**src/rtl/ex_unit_pkg.sv**
```systemverilog
// ex_unit_pkg -- shared definitions for the execute stage.
// Holds the bus widths, enable levels, alusel/aluop code values used by decode
// and execute, the execute FSM state type, and the shift helper functions
// shared by ex_unit and ex_shift_iter.
package ex_unit_pkg;

    localparam int unsigned REG_W      = 32;
    localparam int unsigned REG_ADDR_W = 5;

    typedef logic [REG_W-1:0]      reg_t;
    typedef logic [REG_ADDR_W-1:0] reg_addr_t;

    localparam logic WRITE_ENABLE  = 1'b1;
    localparam logic WRITE_DISABLE = 1'b0;

    // Result class (alusel)
    localparam logic [2:0] EXE_RES_NOP   = 3'b000;
    localparam logic [2:0] EXE_RES_LOGIC = 3'b001;
    localparam logic [2:0] EXE_RES_SHIFT = 3'b010;

    // Operation codes (aluop)
    localparam logic [7:0] EXE_NOP_OP  = 8'b0000_0000;
    localparam logic [7:0] EXE_AND_OP  = 8'b0010_0100;
    localparam logic [7:0] EXE_OR_OP   = 8'b0010_0101;
    localparam logic [7:0] EXE_XOR_OP  = 8'b0010_0110;
    localparam logic [7:0] EXE_NOR_OP  = 8'b0010_0111;
    localparam logic [7:0] EXE_ANDI_OP = 8'b0101_1001;
    localparam logic [7:0] EXE_ORI_OP  = 8'b0101_1010;
    localparam logic [7:0] EXE_XORI_OP = 8'b0101_1011;
    localparam logic [7:0] EXE_SLL_OP  = 8'b0111_1100;
    localparam logic [7:0] EXE_SLLV_OP = 8'b0000_0100;
    localparam logic [7:0] EXE_SRL_OP  = 8'b0000_0010;
    localparam logic [7:0] EXE_SRLV_OP = 8'b0000_0110;
    localparam logic [7:0] EXE_SRA_OP  = 8'b0000_0011;
    localparam logic [7:0] EXE_SRAV_OP = 8'b0000_0111;

    typedef enum logic [1:0] {
        SH_NONE,
        SH_LL,
        SH_RL,
        SH_RA
    } shift_kind_t;

    typedef enum logic {
        ST_IDLE,
        ST_SHIFT
    } ex_state_t;

    // Map an aluop to its shift direction; SH_NONE for anything that is not a shift.
    function automatic shift_kind_t decode_shift(input logic [7:0] op);
        shift_kind_t kind;
        case (op)
            EXE_SLL_OP, EXE_SLLV_OP: kind = SH_LL;
            EXE_SRL_OP, EXE_SRLV_OP: kind = SH_RL;
            EXE_SRA_OP, EXE_SRAV_OP: kind = SH_RA;
            default:                 kind = SH_NONE;
        endcase
        return kind;
    endfunction

    // Shift value by amt in the given direction; arithmetic right shifts fill
    // with the supplied sign bit rather than value[31], so a partially shifted
    // accumulator keeps the original operand's sign.
    function automatic reg_t shift_by(input reg_t value, input shift_kind_t kind,
                                      input logic sign, input logic [4:0] amt);
        logic signed [REG_W:0] ext;
        logic signed [REG_W:0] sra;
        reg_t                  res;
        ext = {sign, value};
        sra = ext >>> amt;
        case (kind)
            SH_LL:   res = value << amt;
            SH_RL:   res = value >> amt;
            SH_RA:   res = sra[REG_W-1:0];
            default: res = '0;
        endcase
        return res;
    endfunction

endpackage

```
**src/rtl/ex_shift_iter.sv**
```systemverilog
// ex_shift_iter -- iterative shifter datapath for long shifts.
// Holds the partially shifted accumulator, the remaining shift count and the
// original sign bit. A load applies the first SHIFT_STEP bits; each advance
// applies another SHIFT_STEP. The final (<= SHIFT_STEP) portion is applied
// combinationally on the result output once done is high.
// Ports:
//   clk, rst      clock, synchronous active-high reset (clears acc/cnt)
//   load          start a new long shift from value/kind/sa
//   advance       apply one more full SHIFT_STEP to the accumulator
//   kind, value   shift direction and operand to shift (used on load)
//   sa            total shift amount (used on load)
//   result        accumulator shifted by the remaining count
//   done          remaining count fits in the final cycle
module ex_shift_iter
    import ex_unit_pkg::*;
#(
    parameter int unsigned SHIFT_STEP = 4
) (
    input  logic        clk,
    input  logic        rst,
    input  logic        load,
    input  logic        advance,
    input  shift_kind_t kind,
    input  reg_t        value,
    input  logic [4:0]  sa,
    output reg_t        result,
    output logic        done
);

    localparam logic [4:0] STEP = 5'(SHIFT_STEP);

    reg_t        acc;
    logic [4:0]  cnt;
    logic        sign;
    shift_kind_t cur_kind;

    always_ff @(posedge clk) begin
        if (rst) begin
            acc      <= '0;
            cnt      <= '0;
            sign     <= 1'b0;
            cur_kind <= SH_NONE;
        end else if (load) begin
            acc      <= shift_by(value, kind, value[REG_W-1], STEP);
            cnt      <= sa - STEP;
            sign     <= value[REG_W-1];
            cur_kind <= kind;
        end else if (advance) begin
            acc <= shift_by(acc, cur_kind, sign, STEP);
            cnt <= cnt - STEP;
        end
    end

    assign done   = (cnt <= STEP);
    assign result = shift_by(acc, cur_kind, sign, cnt);

endmodule

```
**src/rtl/ex_unit.sv**
```systemverilog
// ex_unit -- execute stage: logic ops in one cycle, shifts iterated at up to
// SHIFT_STEP bits per cycle with a stall request back to the front end.
// Ports:
//   clk, rst                       clock, synchronous active-high reset
//   valid_i                        decoded operation present
//   aluop_i, alusel_i              operation code and result class
//   reg1_i, reg2_i                 operands (reg1_i[4:0] is the shift amount)
//   wd_i, wreg_i                   destination address and write enable
//   stallreq_o                     freeze PC, IF/ID and ID/EX
//   ex_wreg_o, ex_wd_o, ex_wdata_o combinational forwarding bus to decode
//   mem_wreg_o, mem_wd_o, mem_wdata_o  registered EX/MEM outputs
module ex_unit
    import ex_unit_pkg::*;
#(
    parameter int unsigned SHIFT_STEP = 4
) (
    input  logic                  clk,
    input  logic                  rst,
    input  logic                  valid_i,
    input  logic [7:0]            aluop_i,
    input  logic [2:0]            alusel_i,
    input  logic [REG_W-1:0]      reg1_i,
    input  logic [REG_W-1:0]      reg2_i,
    input  logic [REG_ADDR_W-1:0] wd_i,
    input  logic                  wreg_i,
    output logic                  stallreq_o,
    output logic                  ex_wreg_o,
    output logic [REG_ADDR_W-1:0] ex_wd_o,
    output logic [REG_W-1:0]      ex_wdata_o,
    output logic                  mem_wreg_o,
    output logic [REG_ADDR_W-1:0] mem_wd_o,
    output logic [REG_W-1:0]      mem_wdata_o
);

    localparam logic [4:0] STEP = 5'(SHIFT_STEP);

    ex_state_t   state;
    reg_addr_t   held_wd;
    logic        held_wreg;

    reg_t        logic_res;
    shift_kind_t kind;
    logic [4:0]  sa;
    logic        long_shift;
    logic        start;
    logic        advance;
    reg_t        iter_result;
    logic        iter_done;

    assign sa         = reg1_i[4:0];
    assign kind       = (alusel_i == EXE_RES_SHIFT) ? decode_shift(aluop_i) : SH_NONE;
    assign long_shift = (kind != SH_NONE) && (sa > STEP);

    always_comb begin
        logic_res = '0;
        if (alusel_i == EXE_RES_LOGIC) begin
            case (aluop_i)
                EXE_OR_OP,  EXE_ORI_OP:  logic_res = reg1_i | reg2_i;
                EXE_AND_OP, EXE_ANDI_OP: logic_res = reg1_i & reg2_i;
                EXE_XOR_OP, EXE_XORI_OP: logic_res = reg1_i ^ reg2_i;
                EXE_NOR_OP:              logic_res = ~(reg1_i | reg2_i);
                default:                 logic_res = '0;
            endcase
        end
    end

    // Completion and stall decode; everything is forced quiet while in reset.
    always_comb begin
        stallreq_o = 1'b0;
        ex_wreg_o  = WRITE_DISABLE;
        ex_wd_o    = '0;
        ex_wdata_o = '0;
        start      = 1'b0;
        advance    = 1'b0;
        if (!rst) begin
            case (state)
                ST_IDLE: begin
                    if (valid_i) begin
                        if (long_shift) begin
                            stallreq_o = 1'b1;
                            start      = 1'b1;
                        end else begin
                            ex_wreg_o  = wreg_i;
                            ex_wd_o    = wd_i;
                            ex_wdata_o = (kind != SH_NONE)
                                       ? shift_by(reg2_i, kind, reg2_i[REG_W-1], sa)
                                       : logic_res;
                        end
                    end
                end
                ST_SHIFT: begin
                    if (iter_done) begin
                        ex_wreg_o  = held_wreg;
                        ex_wd_o    = held_wd;
                        ex_wdata_o = iter_result;
                    end else begin
                        stallreq_o = 1'b1;
                        advance    = 1'b1;
                    end
                end
                default: ;
            endcase
        end
    end

    ex_shift_iter #(
        .SHIFT_STEP(SHIFT_STEP)
    ) u_shift_iter (
        .clk    (clk),
        .rst    (rst),
        .load   (start),
        .advance(advance),
        .kind   (kind),
        .value  (reg2_i),
        .sa     (sa),
        .result (iter_result),
        .done   (iter_done)
    );

    always_ff @(posedge clk) begin
        if (rst) begin
            state     <= ST_IDLE;
            held_wd   <= '0;
            held_wreg <= WRITE_DISABLE;
        end else begin
            case (state)
                ST_IDLE: begin
                    if (start) begin
                        state     <= ST_SHIFT;
                        held_wd   <= wd_i;
                        held_wreg <= wreg_i;
                    end
                end
                ST_SHIFT: begin
                    if (iter_done) state <= ST_IDLE;
                end
                default: state <= ST_IDLE;
            endcase
        end
    end

    // ex_wreg_o is low on any non-completing cycle, so this register loads a
    // bubble on those edges without a separate condition.
    always_ff @(posedge clk) begin
        if (rst) begin
            mem_wreg_o  <= WRITE_DISABLE;
            mem_wd_o    <= '0;
            mem_wdata_o <= '0;
        end else begin
            mem_wreg_o  <= ex_wreg_o;
            mem_wd_o    <= ex_wd_o;
            mem_wdata_o <= ex_wdata_o;
        end
    end

endmodule

```
**config.mk**
```make
export PLATFORM = sky130hd
export DESIGN_NAME = ex_unit
export DESIGN_NICKNAME = d
export VERILOG_FILES = /design/src/rtl/ex_unit_pkg.sv /design/src/rtl/ex_shift_iter.sv /design/src/rtl/ex_unit.sv
export SDC_FILE = /design/constraint.sdc
export NUM_CORES = 1
export LEC_CHECK = 0
export CAP_MARGIN = 20
export CORE_ASPECT_RATIO = 0.9
export CORE_MARGIN = 4
export CORE_UTILIZATION = 30
export DETAILED_ROUTE_END_ITERATION = 10
export DONT_BUFFER_PORTS = 1
export GPL_TIMING_DRIVEN = 1
export PLACE_DENSITY_LB_ADDON = 0.2
export SYNTH_ARGS = -nofsm -noshare
export SYNTH_HDL_FRONTEND = slang
export SYNTH_SLANG_ARGS = --single-unit
```
**constraint.sdc**
```tcl
create_clock -name clk -period 2.94 [get_ports clk]
set_input_delay 0.294 -clock clk [delete_from_list [all_inputs] [get_ports clk]]
set_output_delay 0.294 -clock clk [all_outputs]
set_load 0.005 [all_outputs]
```
==> results.tsv <==
stage	metric	value	unit
logic_synthesis	ys_warn_count	0	
min_path	hold_path_class	in2reg	
setup_path	reg2reg_slack	0.24	ns
cts	cts_tree	yes	
logic_synthesis	synth_seq_cells	85	
die	die_h	206.2	um
logic_synthesis	syn-num-nets	1775	
timing	worst_pin_slew	1.188	ns
logic_synthesis	ys_seq_area_share	13.00	%
timing	fin_skew	0.01934	ns
job	drv_cap	0	
logic_synthesis	yosys-top-cells-area	mux4_2, dfxtp_1, ha_1	
placed_design	io_buffer_count	0	
timing	rsz0062_at_grt	true	
timing	fin_crit	3.142	ns
setup_path	r2r-end	u_shift_iter.cnt[4]	
grt	grtUsageTotal	28.89	%
setup_path	critical-path-top-delay-family	compound AO/OA/AOI/OAI gates	
drt	drc	0	
grt	grt_max_degree	75	
logic_synthesis	async_flop_share	0	%
setup_path	crit_type	reg2out	
pwr	p_total	3309	uW
logic_synthesis	netlist_area	13090	um^2
min_path	worstHoldEndpoint	u_shift_iter.acc[5]	
drt	routed_wl	71.00	mm
logic_synthesis	synth_area_per_cell	8.069	um^2
logic_synthesis	yosysTopAreaCellShare	19.10	%
pwr	p_leak	0.005938	uW
grt	grt_overflow	0	
cts	cts.clk_slew.worst_paths	0.06	ns
placed_design	dpl.hpwl	52.84	mm
drt	dr.pass1.iters	8	
setup_path	crit_chain	buf_4 > mux2i_1 > mux2_2 > a211o_1 > buf_6 > a31oi_2 > o21ai_2 > a221oi_2 > buf_4 > buf_4	
die	die-area	47040	um^2
setup_path	worstSetupStartpointType	register	
run_status	status	complete, but fails checks	
cts	cts.sinks	85	
drt	wl_per_cell	31.28	um
die	start_util	30.39	%
pwr	power_density	202.5	nW/um^2
cells_and_area	drive_gt1_share	31.84	%
min_path	min_from	rst	
setup_path	critPathBufInv	4	
logic_synthesis	synth_edf_count	0	
timing	slew_headroom	20.29	%
setup_path	r2r_cells	7	
cells_and_area	final_cells	2270	
cts	cts_buffers	9	
drt	drtIter0Drc	1994	
setup_path	critical_path.slowest_cell	dfxtp_4	
timing	drv_slew	0	
cells_and_area	insertedDiodeCount	0	
placed_design	dp_cells	2202	
placed_design	pre_cts_ws	-0.2120	ns
die	die_w	228.2	um
pwr	peakVddDrop	0.2465	mV
setup_path	arrival	2.85	ns
cts	cts-root-buf	clkbuf_16	
die	core-area	43060	um^2
setup_path	cp_max_fo	7	
setup_path	r2r_start	state	
setup_path	end_kind	output port	
timing	period_share	106.9	%
drt	drt.antenna.violating_nets	0	
placed_design	gp_congestion	1.014	
timing	setup_ws	-0.2019	ns
logic_synthesis	ys_types	87	
drt	viasPerCell	6.587	
min_path	worstHoldPathCells	1	
cts	h-tree-depth	3	
timing	setup-violations-final	20	
setup_path	max_stage_delay	0.48	ns
grt	grt_pass1_wl	101.4	mm
die	placementRows	72	
logic_synthesis	synth_cells	1622	
grt	antenna_found_initial	3	
logic_synthesis	synth.largest_area_cell	mux4_2	
cts	ctsLongestPathBuffers	2	
cells_and_area	area_growth	24.89	%
setup_path	crit_top_cell	buf_4	
timing	max_freq	0.3183	GHz
cts	insertion_delay	0.38	ns
setup_path	cp.required	2.65	ns
grt	grt_pass1_vias	13850	
die	io_pins	161	
timing	finalHoldViolCount	0	
drt	vias	14950	
cells_and_area	final_nets	1863	
logic_synthesis	ys.flop_type	dfxtp_1	
run_status	violations	negative setup slack	
cells_and_area	post-route-util	37.96	%
[worst max path at each step]
stage | start | endpoint | slack, ns | depth (start not counted)
final | u_shift_iter.cnt[1] | ex_wdata_o[26] | -0.20 | 10
after global routing | u_shift_iter.cnt[0] | ex_wdata_o[15] | -0.23 | 9
after CTS | u_shift_iter.cnt[0] | ex_wdata_o[24] | -0.14 | 9
after detailed placement | aluop_i[3] | ex_wdata_o[19] | -0.21 | 11
after global placement | u_shift_iter.cnt[1] | ex_wdata_o[18] | -0.28 | 9
after floorplan | reg1_i[3] | ex_wdata_o[23] | 0.02 | 10
[per-stage QoR]
step                      cell area [um^2]  setup TNS [ns]  hold slack (ns)
after floorplan                      13100               0           0.4300
after global placement               14850          -1.496           0.3703
after detailed placement             14850          -1.217           0.3709
after CTS                            15850          -1.669        0.0004727
after global routing                 16340          -3.334         0.003403
final                                16340          -1.756          0.01532
[timing repair]
item / in CTS / in global routing
gates cloned: 1 / 1
buffers inserted: 26 / 23
hold buffers: 6 / 1
endpoints found under the hold margin: 24 / 1
pin swaps: 32 / 34
endpoints found under the setup margin: 32 / 33
gates resized for setup: 88 / 74
[cells by family after synthesis]
| logic type | count (synthesis) | synth area share (%) |
|---|---|---|
| compound gates | 516 | 28.29 |
| simple gates | 463 | 16.39 |
| buf+inv | 275 | 8.451 |
| mux | 210 | 27.01 |
| flops | 85 | 13.00 |
| fa+ha+maj | 69 | 6.597 |
| xor+xnor | 4 | 0.2677 |
[cell usage after synthesis, types with 6 or more instances]
library cell  count
a2111oi_0         8
a211o_1          11
a211oi_1         33
a21o_1           14
a21oi_1         115
a221oi_1         25
a222oi_1         27
a22o_1           28
a22oi_1          20
a31oi_1          25
a32oi_1           6
and2_1           12
and3_1            7
buf_1            15
buf_2            38
clkbuf_1        140
dfxtp_1          85
ha_1             69
inv_1            75
mux2_2           34
mux2i_1          64
mux4_2          111
nand2_1         169
nand2b_1          8
nand3_1          37
nand4_1           7
nor2_1          135
nor2b_1           7
nor3_1           23
nor4_1            7
o2111ai_1        12
o211ai_1         18
o21ai_0          52
o21ai_1          14
o221ai_1          8
o22a_1            6
o31ai_1          31
or2_2             6
or3_1            15
[state kept, by name (all words and copies together), names as in the netlist]
signal	count
u_shift_iter.cur_kind	2
u_shift_iter.sign	1
mem_wd_o	5
mem_wdata_o	32
u_shift_iter.cnt	5
state	1
mem_wreg_o	1
u_shift_iter.acc	32
held_wd	5
held_wreg	1
[cell type report]
class / count / area, um^2
clock buffers: 10 / 239.0
well taps: 555 / 694.4
inverters: 76 / 285.3
repair buffers: 276 / 2367
multi-input cells: 1262 / 10970
clock inverters: 6 / 76.32
flip-flops and latches: 85 / 1710
fillers: 4485 / 26720
[where the power goes]
group	switching, uW	internal, uW	leakage (uW)
Sequential	2.42	1150	0.000687
Clock	575	700	0.000156
Combinational	484	395	0.00509
Total	1060	2250	0.00594
[worst reg2reg max path, delay by kind of cell (launching register included)]
family,cells,cell delay (ns)
simple gates,4,1.57
buf+inv,2,0.56
flops,1,0.34
compound gates,1,0.06
[per-layer routing]
metal / up-vias / part of all wire, % / global-route usage, %
met3: 124 / 12 / 8.875
met2: 991 / 42 / 42.78
met1: 7430 / 42 / 40.70
li1: 6404 / - / -
met4: 4 / 3.3 / 7.958
met5: - / 0.024 / 0
[cell usage in the layout (no fill, tap or decap), types with 20 or more instances in the layout]
cell and n:
nand3_1 35, a22oi_1 20, o21ai_0 42, a222oi_1 27, dfxtp_1 82, inv_1 74, ha_1 69, mux2_2 30
mux4_2 111, nand2_1 168, buf_4 230, mux2i_1 58, buf_6 20, nor2_1 131, a22o_1 28, a211oi_1 22
o31ai_1 31, a21oi_1 105
Note: power is estimated with default switching activity, not from simulation.
